--- src/rtl/instr_encoder_if.sv ---
// Handshake and memory-write bus for the RV32I instruction encoder.
// The slave modport is the encoder's view; master is the producer/observer.
interface instr_encoder_if;
  logic        start;
  logic [31:0] base_addr;
  logic        in_valid;
  logic        in_ready;
  logic        in_last;
  logic [2:0]  fmt;
  logic [6:0]  opcode;
  logic [4:0]  rd;
  logic [4:0]  rs1;
  logic [4:0]  rs2;
  logic [2:0]  funct3;
  logic [6:0]  funct7;
  logic [31:0] imm;
  logic        mem_wen;
  logic [31:0] mem_addr;
  logic [31:0] mem_wdata;
  logic        err;
  logic [1:0]  err_code;
  logic [7:0]  err_count;
  logic        done;

  modport slave (
    input  start, base_addr, in_valid, in_last, fmt, opcode, rd, rs1, rs2,
           funct3, funct7, imm,
    output in_ready, mem_wen, mem_addr, mem_wdata, err, err_code, err_count, done
  );

  modport master (
    output start, base_addr, in_valid, in_last, fmt, opcode, rd, rs1, rs2,
           funct3, funct7, imm,
    input  in_ready, mem_wen, mem_addr, mem_wdata, err, err_code, err_count, done
  );
endinterface

--- src/rtl/instr_encoder.sv ---
// RV32I instruction encoder: accepts decoded instruction fields during a
// session, packs them into 32-bit words and writes them to consecutive
// addresses. Fields that fail format, alignment or range checks are rejected
// with a one-cycle error pulse and a saturating error counter.
module instr_encoder (
  input  logic            clk,
  input  logic            rst,
  instr_encoder_if.slave  bus
);

  localparam logic [2:0] FMT_I = 3'b000;
  localparam logic [2:0] FMT_S = 3'b001;
  localparam logic [2:0] FMT_B = 3'b010;
  localparam logic [2:0] FMT_U = 3'b011;
  localparam logic [2:0] FMT_J = 3'b100;
  localparam logic [2:0] FMT_R = 3'b101;

  localparam logic [1:0] ERR_NONE  = 2'b00;
  localparam logic [1:0] ERR_RANGE = 2'b01;
  localparam logic [1:0] ERR_ALIGN = 2'b10;
  localparam logic [1:0] ERR_FMT   = 2'b11;

  typedef enum logic [1:0] {
    S_IDLE  = 2'b00,
    S_RUN   = 2'b01,
    S_FLUSH = 2'b10
  } state_t;

  state_t      r_state;
  logic [31:0] r_ptr;
  logic        r_in_ready;
  logic        r_mem_wen;
  logic [31:0] r_mem_addr;
  logic [31:0] r_mem_wdata;
  logic        r_err;
  logic [1:0]  r_err_code;
  logic [7:0]  r_err_count;
  logic        r_done;

  logic [31:0] w_word;
  logic [1:0]  w_code;
  logic [31:0] w_imm;

  assign w_imm = bus.imm;

  // Pack the current fields and classify them; only the fields a format uses
  // reach w_word, so unused inputs can never leak into a written word.
  always_comb begin
    // NOTE: every output gets a default first so no path leaves it unassigned,
    // which would otherwise infer a latch.
    w_word = '0;
    w_code = ERR_NONE;
    case (bus.fmt)
      FMT_R: w_word = {bus.funct7, bus.rs2, bus.rs1, bus.funct3, bus.rd, bus.opcode};
      FMT_I: begin
        w_word = {w_imm[11:0], bus.rs1, bus.funct3, bus.rd, bus.opcode};
        if (w_imm[31:11] != {21{w_imm[11]}}) w_code = ERR_RANGE;
      end
      FMT_S: begin
        w_word = {w_imm[11:5], bus.rs2, bus.rs1, bus.funct3, w_imm[4:0], bus.opcode};
        if (w_imm[31:11] != {21{w_imm[11]}}) w_code = ERR_RANGE;
      end
      FMT_B: begin
        w_word = {w_imm[12], w_imm[10:5], bus.rs2, bus.rs1, bus.funct3,
                  w_imm[4:1], w_imm[11], bus.opcode};
        if (w_imm[0])                                  w_code = ERR_ALIGN;
        else if (w_imm[31:12] != {20{w_imm[12]}})      w_code = ERR_RANGE;
      end
      FMT_U: begin
        w_word = {w_imm[31:12], bus.rd, bus.opcode};
        if (w_imm[11:0] != 12'd0) w_code = ERR_RANGE;
      end
      FMT_J: begin
        w_word = {w_imm[20], w_imm[10:1], w_imm[11], w_imm[19:12], bus.rd, bus.opcode};
        if (w_imm[0])                                  w_code = ERR_ALIGN;
        else if (w_imm[31:20] != {12{w_imm[20]}})      w_code = ERR_RANGE;
      end
      default: w_code = ERR_FMT;
    endcase
  end

  // Session FSM with registered handshake, write and status outputs.
  always_ff @(posedge clk or posedge rst) begin
    if (rst) begin
      r_state     <= S_IDLE;
      r_ptr       <= '0;
      r_in_ready  <= 1'b0;
      r_mem_wen   <= 1'b0;
      r_mem_addr  <= '0;
      r_mem_wdata <= '0;
      r_err       <= 1'b0;
      r_err_code  <= ERR_NONE;
      r_err_count <= '0;
      r_done      <= 1'b0;
    end else begin
      // NOTE: non-blocking assignments so every register samples the values
      // from before this edge, independent of statement order.
      r_mem_wen  <= 1'b0;
      r_err      <= 1'b0;
      r_err_code <= ERR_NONE;
      r_done     <= 1'b0;
      case (r_state)
        S_IDLE: begin
          if (bus.start) begin
            r_state    <= S_RUN;
            r_ptr      <= bus.base_addr;
            r_in_ready <= 1'b1;
          end
        end
        S_RUN: begin
          if (bus.in_valid && r_in_ready) begin
            if (w_code != ERR_NONE) begin
              r_err      <= 1'b1;
              r_err_code <= w_code;
              if (r_err_count != 8'hFF) r_err_count <= r_err_count + 8'd1;
            end else begin
              r_mem_wen   <= 1'b1;
              r_mem_addr  <= r_ptr;
              r_mem_wdata <= w_word;
              r_ptr       <= r_ptr + 32'd4;
            end
            if (bus.in_last) begin
              r_state    <= S_FLUSH;
              r_in_ready <= 1'b0;
            end
          end
        end
        S_FLUSH: begin
          r_done  <= 1'b1;
          r_state <= S_IDLE;
        end
        default: begin
          r_state    <= S_IDLE;
          r_in_ready <= 1'b0;
        end
      endcase
    end
  end

  assign bus.in_ready  = r_in_ready;
  assign bus.mem_wen   = r_mem_wen;
  assign bus.mem_addr  = r_mem_addr;
  assign bus.mem_wdata = r_mem_wdata;
  assign bus.err       = r_err;
  assign bus.err_code  = r_err_code;
  assign bus.err_count = r_err_count;
  assign bus.done      = r_done;

endmodule

--- src/flat_wrapper.sv ---
// flat-port wrapper written by rule: the top's interface ports become plain ports
module instr_encoder_flat 
  (clk, rst, bus_start, bus_base_addr, bus_in_valid, bus_in_last, bus_fmt, bus_opcode, bus_rd, bus_rs1, bus_rs2, bus_funct3, bus_funct7, bus_imm, bus_in_ready, bus_mem_wen, bus_mem_addr, bus_mem_wdata, bus_err, bus_err_code, bus_err_count, bus_done);
  instr_encoder_if bus_i ();
  input  logic clk;
  input  logic rst;
  input wire logic [$bits(bus_i.start)-1:0] bus_start;
  input wire logic [$bits(bus_i.base_addr)-1:0] bus_base_addr;
  input wire logic [$bits(bus_i.in_valid)-1:0] bus_in_valid;
  input wire logic [$bits(bus_i.in_last)-1:0] bus_in_last;
  input wire logic [$bits(bus_i.fmt)-1:0] bus_fmt;
  input wire logic [$bits(bus_i.opcode)-1:0] bus_opcode;
  input wire logic [$bits(bus_i.rd)-1:0] bus_rd;
  input wire logic [$bits(bus_i.rs1)-1:0] bus_rs1;
  input wire logic [$bits(bus_i.rs2)-1:0] bus_rs2;
  input wire logic [$bits(bus_i.funct3)-1:0] bus_funct3;
  input wire logic [$bits(bus_i.funct7)-1:0] bus_funct7;
  input wire logic [$bits(bus_i.imm)-1:0] bus_imm;
  output wire logic [$bits(bus_i.in_ready)-1:0] bus_in_ready;
  output wire logic [$bits(bus_i.mem_wen)-1:0] bus_mem_wen;
  output wire logic [$bits(bus_i.mem_addr)-1:0] bus_mem_addr;
  output wire logic [$bits(bus_i.mem_wdata)-1:0] bus_mem_wdata;
  output wire logic [$bits(bus_i.err)-1:0] bus_err;
  output wire logic [$bits(bus_i.err_code)-1:0] bus_err_code;
  output wire logic [$bits(bus_i.err_count)-1:0] bus_err_count;
  output wire logic [$bits(bus_i.done)-1:0] bus_done;
  assign bus_i.start = bus_start;
  assign bus_i.base_addr = bus_base_addr;
  assign bus_i.in_valid = bus_in_valid;
  assign bus_i.in_last = bus_in_last;
  assign bus_i.fmt = bus_fmt;
  assign bus_i.opcode = bus_opcode;
  assign bus_i.rd = bus_rd;
  assign bus_i.rs1 = bus_rs1;
  assign bus_i.rs2 = bus_rs2;
  assign bus_i.funct3 = bus_funct3;
  assign bus_i.funct7 = bus_funct7;
  assign bus_i.imm = bus_imm;
  assign bus_in_ready = bus_i.in_ready;
  assign bus_mem_wen = bus_i.mem_wen;
  assign bus_mem_addr = bus_i.mem_addr;
  assign bus_mem_wdata = bus_i.mem_wdata;
  assign bus_err = bus_i.err;
  assign bus_err_code = bus_i.err_code;
  assign bus_err_count = bus_i.err_count;
  assign bus_done = bus_i.done;
  instr_encoder u_core (.clk(clk), .rst(rst), .bus(bus_i));
endmodule
--- config.mk ---
export PLATFORM = sky130hd
export DESIGN_NAME = instr_encoder_flat
export DESIGN_NICKNAME = d
export VERILOG_FILES = /design/src/rtl/instr_encoder_if.sv /design/src/rtl/instr_encoder.sv /design/src/flat_wrapper.sv
export SDC_FILE = /design/constraint.sdc
export NUM_CORES = 1
export LEC_CHECK = 0
export CORE_MARGIN = 2
export CORE_UTILIZATION = 40
export CTS_CLUSTER_DIAMETER = 30
export DETAILED_ROUTE_END_ITERATION = 16
export PLACE_DENSITY_LB_ADDON = 0.1
export SLEW_MARGIN = 20
export SYNTH_ARGS = -nofsm -noshare
export SYNTH_HDL_FRONTEND = slang
export SYNTH_SLANG_ARGS = --single-unit
--- constraint.sdc ---
create_clock -name clk -period 3.6 [get_ports clk]
set_input_delay 0.36 -clock clk [delete_from_list [all_inputs] [get_ports clk]]
set_output_delay 0.36 -clock clk [all_outputs]
set_load 0.01 [all_outputs]
==> results.py, run 1 <==
metrics = {
    "synthesis": {
        "synth.area.top_cells": "dfrtp_1 49%, nand2_1 6.5%, o21ai_0 5.9%, mux2_4 5.3%, a21oi_1 4.8%",
        "ys_ff_latch": 112,
        "synth_area_leader_cell": "dfrtp_1",
        "synth_enable_flop_cells": 0,
        "synthArstFlopShare_pct": 100,
        "avgSynthCellArea_um2": 9.49,
        "synth_cells": 599,
        "synth_top_area_share_pct": 49.3,
        "synth_area_um2": 5680,
        "synth_fp_nets": 705,
        "synth_cell_types": 48,
        "yosysWarnings": 0,
        "ys_seq_area_share_pct": 49.3,
        "synth_ff_type": "dfrtp_1",
    },
    "placement": {
        "hpwl_um": 11800,
        "dp_worst_setup_slack_ns": 0.452,
        "dpl.cell_count": 936,
        "gp_congestion": 0.835,
        "port_buffers": 181,
    },
    "floorplanning": {
        "initial_core_util_pct": 41.0,
        "die_x_um": 123,
        "die_h_um": 123,
        "core_area_um2": 13900,
        "row_count": 43,
        "fp.dieArea_um2": 15200,
        "ioPinCount": 182,
    },
    "worst_setup_path": {
        "worst-path-buf-inv": 3,
        "r2r-end": "u_core.r_ptr[25]$_DFFE_PP0P_",
        "r2r_start": "u_core.r_ptr[2]$_DFFE_PP0P_",
        "cp_cell_sequence": "clkdlybuf4s50_1, inv_1, nand2_1, a2111oi_0, o22ai_1, nand2_4, buf_4, mux2_2",
        "crit_path_top_delay_cell": "buf_4",
        "endpoint_kind": "flop",
        "critical_path_required_ns": 3.83,
        "cpPeakStageDelay_ns": 0.54,
        "cp-start-kind": "primary input",
        "crit_fanout": 70,
        "crit_start": "bus_fmt[2]",
        "ff2ff_path_depth": 7,
        "cp_top_family": "buffers and inverters",
        "rrSetupSlack_ns": 1.13,
        "worstPathArrival_ns": 3.01,
        "worstSetupPathType": "primary input to flop",
    },
    "clock_tree": {
        "cts_hold_buf": 0,
        "clk_pin_slew_worst_paths_ns": 0.06,
        "cts_tree": "done",
        "cts_resized": 0,
        "clkLatencyLatePin_ns": 0.34,
        "post-cts-setup-buffer-count": 0,
        "cts_root_buf": "clkbuf_16",
        "clock_path_buffers": 2,
        "numCtsBuffers": 9,
        "clock_sinks": 112,
        "htree_levels": 3,
    },
    "pwr": {
        "ir_worst_vdd_uv": 319,
        "powerDensity_nw_per_um2": 718,
        "power.leakage_uw": 0.00338,
    },
    "sta": {
        "finalHoldViolCount": 0,
        "clock_skew_ns": 0.00988,
        "setup_viol": 0,
        "whs_ns": 0.443,
        "finalCritPeriodShare_pct": 77.3,
        "maxClockFrequency_mhz": 360,
        "slew_headroom_pct": 54.2,
        "rsz0062_at_grt": "false",
        "tightest_slew_ns": 0.687,
        "fin_tns_setup_ns": 0,
        "fin_ws_ns": 0.818,
        "slew_viol_final": 0,
        "fin_crit_ns": 2.78,
    },
    "global_routing": {
        "grt_overflow": 0,
        "grt_pass1_wl_um": 25300,
        "grt_max_degree": 71,
        "grt_pass1_vias": 5025,
        "grt_use_total_pct": 21.2,
        "antenna_found_initial": 0,
    },
    "route": {
        "wire_per_inst_um": 16.8,
        "drt_iter0_markers": 480,
        "num_vias": 5148,
        "drc": 0,
        "wl_um": 16000,
        "viasPerCell": 5.41,
        "ant_nets": 0,
        "drtPass1Iterations": 4,
    },
    "outcome": {
        "outcome": "complete, no violations",
    },
    "flow_run": {
        "maxCapViolCount": 0,
    },
    "finish": {
        "syn_to_final_growth_pct": 39.9,
        "layout.nets": 873,
        "antenna_cells": 0,
        "final_util_pct": 57.3,
        "final_cells": 952,
        "drive_above_1_share_pct": 7.64,
    },
    "min_path": {
        "hp-class": "primary input to asynchronous set/reset pin",
    },
}
-- cells in the mapped netlist (all sizes together) (3+ instances only) --
| library cell | count |
|---|---|
| o22a | 5 |
| dfrtp | 112 |
| clkbuf | 18 |
| o22ai | 16 |
| mux2 | 29 |
| xnor2 | 8 |
| o221ai | 7 |
| nand3 | 20 |
| nand2 | 100 |
| nand4 | 16 |
| and3 | 12 |
| and2 | 3 |
| nor4 | 9 |
| nor2b | 3 |
| o21ai | 69 |
| a22oi | 15 |
| mux2i | 13 |
| buf | 16 |
| a21oi | 55 |
| a31oi | 7 |
| nor2 | 27 |
| a211oi | 3 |
| inv | 12 |
-- sequential cells by signal, summed over array words and instances, names as in the netlist --
name and cells:
u_core.bus.mem_addr 32, u_core.bus.mem_wdata 32, u_core.r_ptr 32, u_core.bus.err_count 8, u_core.bus.err_code 2, u_core.r_state 2
u_core.bus.done 1, u_core.bus.err 1, u_core.bus.in_ready 1, u_core.bus.mem_wen 1
-- layout make-up --
type / count / area (um^2)
clock buffers: 13 / 240
repair buffers: 191 / 1910
fillers: 1223 / 5930
well taps: 180 / 225
inverters: 12 / 47.5
multi-input cells: 441 / 2680
clock inverters: 3 / 42.5
flip-flops and latches: 112 / 2800
-- where the power goes --
group | internal, uW | leakage, uW | total (uW) | switching [uW]
clock | 541 | 0.000134 | 978 | 437
combinational | 1320 | 0.00187 | 2440 | 1110
sequential | 1820 | 0.00137 | 2290 | 474
-- cell usage in the layout (no fill, tap or decap), types with 3 or more instances in the layout --
cell type and count:
nand4_1 16, buf_4 8, clkbuf_16 9, nand2_1 99, mux2i_1 13, o22ai_1 16, nor4_1 8, a22oi_1 15
o22a_1 5, a21oi_1 55, o221ai_1 7, mux2_4 20, dfrtp_1 112, and2_1 3, nand3_1 20, clkdlybuf4s50_1 181
and3_1 12, clkbuf_1 4, inv_1 11, xnor2_1 8, o21ai_0 67, mux2_2 9, nor2_1 27, a31oi_1 7
-- how the worst max path moves through the flow --
stage                                                      to  slack, ns  depth (start not counted)
after global placement    u_core.bus.mem_addr[29]$_DFFE_PP0P_       0.53                          8
after CTS                 u_core.bus.mem_addr[30]$_DFFE_PP0P_       0.81                          8
after floorplan                     u_core.bus.done$_DFF_PP0_       0.28                          1
after detailed placement  u_core.bus.mem_addr[29]$_DFFE_PP0P_       0.45                          8
after global routing      u_core.bus.mem_addr[28]$_DFFE_PP0P_       0.54                          8
final                     u_core.bus.mem_addr[28]$_DFFE_PP0P_       0.82                          8
-- logic make-up (layout without fill, tap and decap cells) --
kind of cell    Yosys count  count (layout)  synth area share (%)
xor+xnor                  8               8                  1.23
fa+ha+maj                 3               3                 0.616
buf+inv                  46             219                  3.74
mux                      42              42                  9.36
flops                   112             112                  49.3
compound gates          187             187                  19.4
simple gates            201             201                  16.3
-- per-stage QoR --
| step | total power [uW] | area [um^2] |
|---|---|---|
| after global placement | 4680 | 7670 |
| after global routing | 6100 | 7950 |
| after CTS | 5760 | 7950 |
| after detailed placement | 4760 | 7670 |
| final | 5710 | 7950 |
| after floorplan | 3510 | 5680 |
-- worst reg2reg max path: cells and delay by family, from the launching register on --
family	cells	cell delay (ns)
compound gates	3	0.48
flops	1	0.40
simple gates	4	1.52
-- layer usage --
metal	part of all wire, %	vias up	track usage [%]
li1	-	2515	-
met2	48	152	35.0
met4	1.6	0	7.10
met1	44	2461	27.5
met5	0	-	0
met3	6.4	20	5.07
Note: power is estimated with default switching activity, not from simulation.
==> run 2: changes to the inputs <==
==> constraint.sdc (replaced) <==
create_clock -name clk -period 2.75 [get_ports clk]
set_input_delay 0.275 -clock clk [delete_from_list [all_inputs] [get_ports clk]]
set_output_delay 0.275 -clock clk [all_outputs]
set_load 0.01 [all_outputs]
==> run 2 against run 1 <==
- register-to-register slack got worse by 0.70 ns
- die area unchanged
- clock skew decreased by 0.0014 ns
- sequential share of layout area decreased by 1.3 points
- core utilization increased by 2.2 points
- first-iteration DRC count decreased by 18%
- critical path type unchanged
- largest cell class unchanged
==> results.py, run 2 (synthesized netlist as in run 1, its figures left out) <==
metrics = {
    "outcome": {
        "outcome": "complete, no violations",
    },
    "floorplanning": {
        "ioPinCount": 182,
        "core_area_um2": 13900,
        "die_x_um": 123,
        "die_h_um": 123,
        "initial_core_util_pct": 41.0,
        "row_count": 43,
        "fp.dieArea_um2": 15200,
    },
    "route": {
        "wl_met2_um": 7580,
        "num_vias": 5269,
        "drtPass1Iterations": 6,
        "drc": 0,
        "wire_per_inst_um": 16.4,
        "ant_nets": 0,
        "m1WireLength_um": 7030,
        "dr.max_layer_used": "met4",
        "drt_iter0_markers": 392,
        "wl_um": 15900,
        "wl_met3_um": 1100,
        "viasPerCell": 5.43,
    },
    "pwr": {
        "pwr-share-comb_pct": 41.4,
        "pwr-share-clk_pct": 20.7,
        "seq_power_share_pct": 37.9,
        "powerDensity_nw_per_um2": 953,
        "ir_worst_vdd_uv": 613,
        "power.internal_uw": 5170,
        "p_sw_uw": 2700,
        "power.leakage_uw": 0.00354,
        "p_sw_share_pct": 34.3,
    },
    "clock_tree": {
        "cts_root_buf": "clkbuf_16",
        "cts_resized": 0,
        "htree_levels": 3,
        "numCtsBuffers": 9,
        "cts_hold_buf": 0,
        "clock_path_buffers": 2,
        "clkLatencyLatePin_ns": 0.35,
        "cts_tree": "done",
        "clk_pin_slew_worst_paths_ns": 0.07,
        "clock_sinks": 112,
        "post-cts-setup-buffer-count": 0,
    },
    "placement": {
        "gp_congestion": 0.876,
        "port_buffers": 181,
        "dp_worst_setup_slack_ns": -0.0426,
        "hpwl_um": 11900,
        "dpl.cell_count": 955,
    },
    "global_routing": {
        "grt_pass1_wl_um": 25700,
        "grt_overflow": 0,
        "grt_use_total_pct": 21.6,
        "antenna_found_initial": 0,
        "grt_pass1_vias": 5159,
        "grt_max_degree": 83,
    },
    "finish": {
        "final_util_pct": 59.4,
        "nFillCells": 1180,
        "final_cells": 971,
        "layout_commonest_cell": "clkdlybuf4s50_1",
        "antenna_cells": 0,
        "drive_above_1_share_pct": 10.4,
        "syn_to_final_growth_pct": 45.2,
        "layout_common_cells": "181 x clkdlybuf4s50_1, 112 x dfrtp_1, 99 x nand2_1",
        "layout.nets": 892,
    },
    "sta": {
        "finalHoldViolCount": 0,
        "tightest_slew_ns": 0.705,
        "maxClockFrequency_mhz": 418,
        "slew_viol_final": 0,
        "fin_ws_ns": 0.356,
        "setup_viol": 0,
        "rsz0062_at_grt": "false",
        "clock_skew_ns": 0.00849,
        "slew_headroom_pct": 53.0,
        "fin_crit_ns": 2.39,
        "finalCritPeriodShare_pct": 87.0,
    },
    "worst_setup_path": {
        "worstPathArrival_ns": 2.63,
        "ff2ff_path_depth": 8,
        "crit_fanout": 14,
        "worstSetupPathType": "primary input to flop",
        "cp-start-kind": "primary input",
        "endpoint_kind": "flop",
        "critical_path_required_ns": 2.98,
    },
    "flow_run": {
        "maxCapViolCount": 0,
    },
    "min_path": {
        "hp-class": "primary input to asynchronous set/reset pin",
    },
}
## run 2: layer usage
layer,GRT usage (%),up-vias
met5,0,-
met4,5.47,0
met3,6.46,16
met2,34.9,203
met1,28.3,2494
li1,-,2556
## run 2: layout make-up
type                            instances  area [um^2]  area share [%]
Tap cell                              180          225            2.73
Clock inverter                          6          138            1.67
Multi-Input combinational cell        441         2680            32.5
Clock buffer                           10          239            2.90
Inverter                               12         48.8           0.591
Timing Repair Buffer                  210         2120            25.7
Sequential cell                       112         2800            34.0
## run 2: stage by stage
step / hold WS (ns) / TNS (ns) / total power [uW] / cell area (um^2)
6_report: 0.409 / 0 / 7860 / 8250
5_1_grt: 0.448 / 0 / 8410 / 8250
4_1_cts: 0.418 / 0 / 7940 / 8250
3_5_place_dp: 0.473 / -0.133 / 6270 / 7880
3_3_place_gp: 0.461 / -0.0653 / 6190 / 7880
2_1_floorplan: 0.380 / 0 / 4600 / 5690
## run 2: worst max-delay path, stage by stage
cell,delay [ns]
clkdlybuf4s50_1,0.46
nor4_1,0.35
nand3_1,0.17
or3_1,0.41
a211oi_2,0.22
buf_4,0.16
nand2_4,0.08
buf_12,0.16
o32ai_1,0.27
a21oi_1,0.06
## run 2: worst paths after layout
kind                                                         to                                 start  slack (ns)
max                                 u_core.r_ptr[4]$_DFFE_PP0P_                           bus_imm[26]        0.36
min                                u_core.bus.mem_wen$_DFF_PP0_                                   rst        0.41
max reg2reg                        u_core.r_ptr[29]$_DFFE_PP0P_           u_core.r_ptr[2]$_DFFE_PP0P_        0.43
min reg2reg                u_core.bus.mem_wdata[12]$_DFFE_PP0P_  u_core.bus.mem_wdata[12]$_DFFE_PP0P_        0.48
max in group asynchronous         u_core.r_state[1]$_DFFE_PP0P_                                   rst        1.99
min in group clk                    u_core.r_ptr[1]$_DFFE_PP0P_                      bus_base_addr[1]        0.47
## run 2: power by group through the flow
stage / combinational (uW) / clock, uW / sequential [uW]
CTS: 3290 / 1660 / 2990
global route: 3590 / 1730 / 3100
floorplan: 1500 / 0 / 3100
finish: 3260 / 1620 / 2980
detailed placement: 3270 / 0 / 3010
global placement: 3210 / 0 / 2980
